[config.mk]
export PLATFORM = sky130hd
export DESIGN_NAME = axi4s_rr_arbiter
export DESIGN_NICKNAME = d
export VERILOG_FILES = /design/src/rtl/axi4s_rr_arbiter.sv
export SDC_FILE = /design/constraint.sdc
export NUM_CORES = 1
export LEC_CHECK = 0
export BUFFER_PORTS_ARGS = -buffer_cell sky130_fd_sc_hd__buf_2
export CAP_MARGIN = 20
export CORE_AREA = 3 3 148 150
export CTS_BUF_LIST = sky130_fd_sc_hd__clkbuf_16
export DETAILED_ROUTE_END_ITERATION = 12
export DIE_AREA = 0 0 151 153
export GPL_TIMING_DRIVEN = 0
export SKIP_LAST_GASP = 1
export SLEW_MARGIN = 15
export SYNTH_ARGS = -nofsm -noshare
export SYNTH_HDL_FRONTEND = slang
export SYNTH_SLANG_ARGS = --single-unit
export TNS_END_PERCENT = 5
[constraint.sdc]
create_clock -name m00_axis_aclk -period 3.2 [get_ports m00_axis_aclk]
set_input_delay 0.32 -clock m00_axis_aclk [delete_from_list [all_inputs] [get_ports m00_axis_aclk]]
set_output_delay 0.32 -clock m00_axis_aclk [all_outputs]
set_load 0.05 [all_outputs]
[src/rtl/axi4s_rr_arbiter.sv]
// ----------------------------------------------------------------------------
// axi4s_rr_arbiter
// Round-robin packet arbiter merging C_NUM_SRC AXI4-Stream sources onto one
// master stream. A grant is held from the first beat to the tlast beat, so
// packets never interleave. src_enable is only looked at while choosing the
// next source, so disabling a source never cuts a packet that is in flight.
//
// Optional feature macro: AXI4S_ARB_OUTREG_EN
//   undefined : the master stream is a combinational mux of the granted source,
//               forced to zero outside a transfer.
//   defined   : the master stream comes from a two-entry skid buffer. The FSM
//               leaves XFER when the tlast beat enters the buffer, and the
//               buffer may drain while the next arbitration is in progress.
// ----------------------------------------------------------------------------
module axi4s_rr_arbiter #(
    parameter int C_NUM_SRC          = 4,
    parameter int C_AXIS_TDATA_WIDTH = 64
) (
    input  logic                                   m00_axis_aclk,
    input  logic                                   m00_axis_aresetn,
    input  logic [C_NUM_SRC-1:0]                   s_axis_tvalid,
    input  logic [C_NUM_SRC*C_AXIS_TDATA_WIDTH-1:0] s_axis_tdata,
    input  logic [C_NUM_SRC*C_AXIS_TDATA_WIDTH/8-1:0] s_axis_tstrb,
    input  logic [C_NUM_SRC-1:0]                   s_axis_tlast,
    output logic [C_NUM_SRC-1:0]                   s_axis_tready,
    input  logic [C_NUM_SRC-1:0]                   src_enable,
    output logic                                   m00_axis_tvalid,
    output logic [C_AXIS_TDATA_WIDTH-1:0]          m00_axis_tdata,
    output logic [C_AXIS_TDATA_WIDTH/8-1:0]        m00_axis_tstrb,
    output logic                                   m00_axis_tlast,
    input  logic                                   m00_axis_tready,
    output logic [$clog2(C_NUM_SRC)-1:0]           grant_id,
    output logic                                   busy
);

    localparam int N  = C_NUM_SRC;
    localparam int W  = C_AXIS_TDATA_WIDTH;
    localparam int SW = C_AXIS_TDATA_WIDTH / 8;
    localparam int GW = $clog2(C_NUM_SRC);

    localparam logic [0:0] ST_IDLE = 1'b0;
    localparam logic [0:0] ST_XFER = 1'b1;

    logic [0:0]    state_r;
    logic [GW-1:0] grant_r;
    logic [GW-1:0] last_grant_r;

    logic [N-1:0]  cand_s;
    logic          any_cand_s;
    logic [GW-1:0] pick_s;

    logic          sel_valid_s;
    logic [W-1:0]  sel_data_s;
    logic [SW-1:0] sel_strb_s;
    logic          sel_last_s;
    logic          sink_ready_s;
    logic          accept_s;

    // First set bit of cand at or after last+1, wrapping round; returns 0 when
    // cand is empty (callers qualify with |cand).
    function automatic logic [GW-1:0] rr_pick(input logic [N-1:0] cand,
                                               input logic [GW-1:0] last);
        logic [GW-1:0] pick;
        logic          found;
        int            idx;
        pick  = '0;
        found = 1'b0;
        for (int off = 1; off <= N; off++) begin
            idx = (int'(last) + off) % N;
            if (!found && cand[idx]) begin
                pick  = GW'(idx);
                found = 1'b1;
            end else begin
                found = found;
            end
        end
        return pick;
    endfunction

    assign cand_s     = s_axis_tvalid & src_enable;
    assign any_cand_s = |cand_s;
    assign pick_s     = rr_pick(cand_s, last_grant_r);

    assign sel_valid_s = s_axis_tvalid[grant_r];
    assign sel_data_s  = s_axis_tdata[int'(grant_r)*W +: W];
    assign sel_strb_s  = s_axis_tstrb[int'(grant_r)*SW +: SW];
    assign sel_last_s  = s_axis_tlast[grant_r];

    // A beat from the granted source is taken when it is valid and the sink can take it.
    assign accept_s = (state_r == ST_XFER) && sel_valid_s && sink_ready_s;

    assign grant_id = grant_r;
    assign busy     = (state_r == ST_XFER);

    // Arbitration FSM: pick a source in IDLE, hold it until its tlast beat is accepted.
    always_ff @(posedge m00_axis_aclk or negedge m00_axis_aresetn) begin
        if (!m00_axis_aresetn) begin
            state_r      <= ST_IDLE;
            grant_r      <= '0;
            last_grant_r <= GW'(N - 1);
        end else begin
            case (state_r)
                ST_IDLE: begin
                    if (any_cand_s) begin
                        grant_r <= pick_s;
                        state_r <= ST_XFER;
                    end else begin
                        state_r <= ST_IDLE;
                    end
                end
                ST_XFER: begin
                    if (accept_s && sel_last_s) begin
                        last_grant_r <= grant_r;
                        state_r      <= ST_IDLE;
                    end else begin
                        state_r <= ST_XFER;
                    end
                end
                default: begin
                    state_r <= ST_IDLE;
                end
            endcase
        end
    end

    // Only the granted source sees ready, and only during a transfer.
    always_comb begin
        s_axis_tready = '0;
        if (state_r == ST_XFER) begin
            s_axis_tready[grant_r] = sink_ready_s;
        end else begin
            s_axis_tready = '0;
        end
    end

`ifdef AXI4S_ARB_OUTREG_EN

    logic [W-1:0]  buf_data_r [2];
    logic [SW-1:0] buf_strb_r [2];
    logic [1:0]    buf_last_r;
    logic          wr_ptr_r;
    logic          rd_ptr_r;
    logic [1:0]    count_r;
    logic          pop_s;

    // Ready depends only on buffer occupancy, never on the downstream ready.
    assign sink_ready_s = (count_r != 2'd2);
    assign pop_s        = (count_r != 2'd0) && m00_axis_tready;

    assign m00_axis_tvalid = (count_r != 2'd0);
    assign m00_axis_tdata  = buf_data_r[rd_ptr_r];
    assign m00_axis_tstrb  = buf_strb_r[rd_ptr_r];
    assign m00_axis_tlast  = buf_last_r[rd_ptr_r];

    // Two-entry skid buffer: write accepted beats, read at the downstream handshake.
    always_ff @(posedge m00_axis_aclk or negedge m00_axis_aresetn) begin
        if (!m00_axis_aresetn) begin
            buf_data_r[0] <= '0;
            buf_data_r[1] <= '0;
            buf_strb_r[0] <= '0;
            buf_strb_r[1] <= '0;
            buf_last_r    <= 2'b00;
            wr_ptr_r      <= 1'b0;
            rd_ptr_r      <= 1'b0;
            count_r       <= 2'd0;
        end else begin
            if (accept_s) begin
                buf_data_r[wr_ptr_r] <= sel_data_s;
                buf_strb_r[wr_ptr_r] <= sel_strb_s;
                buf_last_r[wr_ptr_r] <= sel_last_s;
                wr_ptr_r             <= ~wr_ptr_r;
            end else begin
                wr_ptr_r <= wr_ptr_r;
            end
            if (pop_s) begin
                rd_ptr_r <= ~rd_ptr_r;
            end else begin
                rd_ptr_r <= rd_ptr_r;
            end
            case ({accept_s, pop_s})
                2'b10:   count_r <= count_r + 2'd1;
                2'b01:   count_r <= count_r - 2'd1;
                default: count_r <= count_r;
            endcase
        end
    end

`else

    assign sink_ready_s = m00_axis_tready;

    // Zero-latency path: the granted source drives the master port during XFER only.
    always_comb begin
        m00_axis_tvalid = 1'b0;
        m00_axis_tdata  = '0;
        m00_axis_tstrb  = '0;
        m00_axis_tlast  = 1'b0;
        if (state_r == ST_XFER) begin
            m00_axis_tvalid = sel_valid_s;
            m00_axis_tdata  = sel_data_s;
            m00_axis_tstrb  = sel_strb_s;
            m00_axis_tlast  = sel_last_s;
        end else begin
            m00_axis_tvalid = 1'b0;
        end
    end

`endif

endmodule

==> results_dict.tcl <==
set metrics [dict create \
    result_of_the_run "completed" \
    num-nets-final 903 \
    finalCriticalPeriod_ns 2.64 \
    start_util_pct 12.6 \
    number_of_fill_cells_in_the_layout 2285 \
    route.detailed.wl_per_inst_um 17.3 \
    vdd_drop_max_mv 0.520 \
    die-area_sq_um 23100 \
    power.internal_w 0.00210 \
    power_per_cell_area_nw_per_um2 1130 \
    wl_mm 15.2 \
    portBuffers 383 \
    regToRegSetupSlack_ns 1.47 \
    seqPwrFrac_pct 2.7 \
    clock_power_share_pct 3.5 \
    antenna_found_initial 1 \
    ys_warn_count 0 \
    tns_ns 0 \
    area_growth_pct 89.5 \
    finalHoldViolations 0 \
    ff2ff_path_depth 3 \
    tritoncts.num_buffers 3 \
    critical_path_class "flip-flop to primary output" \
    layout.cells.most_common_list "buf_2 (392), and2_1 (75), mux4_2 (74)" \
    final_min_period_over_clock_period_pct 82.4 \
    yosys.area.top_type "mux4_2" \
    cts.root.buffer_cell "clkbuf_16" \
    drc_errors 0 \
    floorplan.core_area_sq_um 20800 \
    async_reset_ff_share_pct 100 \
    h-tree-depth 1 \
    std_cell_rows 53 \
    power_w 0.00561 \
    post_route_cells_drive_above_1_share_pct 80.1 \
    fin_worst_skew_ns 0.000510 \
    max-slew-margin-rel_pct 62.7 \
    netlist_area_sq_um 2630 \
    rsz0062_at_grt "no" \
    start_kind "flip-flop" \
    cp_max_fo 10 \
    grt_usage_pct 12.1 \
    drv.max_cap_violation_count 0 \
    grt_start_max_net_pins 11 \
    hold_path_class "input port to asynchronous set/reset pin" \
    yosys-top-cells-area "mux4_2 (63%), and2_1 (18%), buf_12 (3.0%), dfrtp_1 (2.9%), dfstp_2 (2.0%)" \
    r2r_end "busy" \
    p_sw_w 0.00351 \
    globalRouteOverflowTotal 0 \
    grt_pass1_wl_mm 21.7 \
    die_width_um 151 \
    seq_area_frac_synth_pct 4.86 \
    critical_path_arrival_ns 2.32 \
    postSynthAreaPerCell_sq_um 12.5 \
    final_common_cell "buf_2" \
    yosys_register_bits 5 \
    crit-reg2reg-launch "busy" \
    fmax_mhz 379 \
    hpwl_mm 13.8 \
    ys.flop_type "dfrtp_1" \
    critPathRequiredTime_ns 2.88 \
    post_synth_inst_count 211 \
    setup.worst_path.end_class "primary output" \
    synth_top_cell_area_share_pct 63.4 \
    cts_max_path_buffers 2 \
    leakage_nw 2.48 \
    least_margin_pin_slew_ns 0.560 \
    route.detailed.vias_per_inst 4.16 \
    synth_fp_nets 514 \
    ant_nets 0 \
    power_switching_share_pct 62.6 \
    clock-sinks 5 \
    die_h_um 153 \
    setup_viol 0 \
    cts.clk_slew.worst_paths_ns 0.03 \
    synth_enable_flop_cells 0 \
    synthDistinctLibCells 24 \
    cts_tree "built" \
    drt_iter0_markers 101 \
    power.combinational.fraction_pct 93.8 \
    placed_area_sq_um 4890 \
    grt_pass1_vias 3933 \
    io_pins 384 \
    fin_area_sq_um 4980 \
    clock_latency_ns 0.22 \
    drt-pass1-iter-count 4 \
    gp_congestion 0.857 \
    detailroute.via_count 3636 \
    report.final.slew_viol_count 0 \
]
critical path, stage by stage, from the launching register on:
cell and delay [ns]:
dfrtp_1 0.33, clkbuf_1 0.29, buf_2 0.36, buf_2 0.34
mux4_2 0.35, and2_1 0.20, buf_2 0.22
layer usage:
| layer | track usage, % | part of all wire [%] | wire length [um] | up-vias |
|---|---|---|---|---|
| met5 | 0 | 0 | 0 | - |
| met4 | 1.25 | 0.88 | 134 | 0 |
| met1 | 14.6 | 38 | 5710 | 1758 |
| met3 | 2.13 | 9.4 | 1420 | 10 |
| met2 | 22.7 | 52 | 7890 | 227 |
| li1 | - | - | - | 1641 |
registers in the layout, summed over array words and instances (netlist names):
name / flops
busy: 1
last_grant_r: 2
grant_id: 2
metrics by stage:
stage               util [%]  instances  setup slack (ns)  hold WS (ns)
floorplan                  -        211             0.418        0.0244
global placement        23.5        869             0.669         0.137
detailed placement      23.5        869             0.723         0.143
CTS                     23.9        874             0.472         0.459
global route            23.9        875             0.371         0.486
finish                  23.9        875             0.564         0.467
worst max path at each step:
stage / from / end / slack, ns / cells past startpoint
after floorplan: grant_id[1] / s_axis_tready[2] / 0.42 / 5
after global placement: grant_id[1] / m00_axis_tdata[47] / 0.67 / 6
after detailed placement: grant_id[1] / m00_axis_tdata[49] / 0.72 / 6
after CTS: grant_id[1] / m00_axis_tdata[46] / 0.47 / 6
after global routing: grant_id[1] / m00_axis_tdata[47] / 0.37 / 6
final: grant_id[1] / m00_axis_tdata[46] / 0.56 / 6
synthesized netlist by cell type (2+ instances only):
library cell	instances
a21oi_1	3
buf_2	9
clkbuf_1	9
dfrtp_1	3
nand2_1	5
inv_1	2
mux4_2	74
o21ai_0	2
nor3_1	5
buf_4	3
and2_1	75
nor2_1	3
dfstp_2	2
buf_12	4
nand3b_1	2
a22oi_1	2
power groups by stage:
stage / clock network (W) / registers [W] / logic (W)
global route: 0.000210 / 0.000161 / 0.00559
detailed placement: 0 / 0.000157 / 0.00534
floorplan: 0 / 0.000189 / 0.00406
CTS: 0.000201 / 0.000156 / 0.00535
finish: 0.000199 / 0.000151 / 0.00526
global placement: 0 / 0.000157 / 0.00531
repair_timing:
action                                 in CTS  in global routing
buffers inserted                            0                  0
resized for setup                           0                  0
hold buffers                                1                  0
endpoints found under the hold margin       3                  0
layout make-up:
type / count / area [sq um] / share of cell area (%)
repair buffers: 384 / 1930 / 38.7
clock buffers: 3 / 75.1 / 1.51
multi-input cells: 178 / 2300 / 46.2
well taps: 275 / 344 / 6.91
inverters: 2 / 7.51 / 0.151
diodes: 1 / 2.50 / 0.0503
flip-flops and latches: 5 / 128 / 2.56
plain buffers: 26 / 193 / 3.87
clock inverters: 1 / 3.75 / 0.0754
kinds of logic (layout without fill, tap and decap cells):
kind of cell    count (synthesis)  in the layout  synth area share, %
compound gates                 12             12                 3.14
mux                            74             74                 63.4
flops                           5              5                 4.86
buf+inv                        28            416                 7.62
simple gates                   92             92                 21.0
other cells                     0              1                    0
Note: power is estimated with default switching activity, not from simulation.
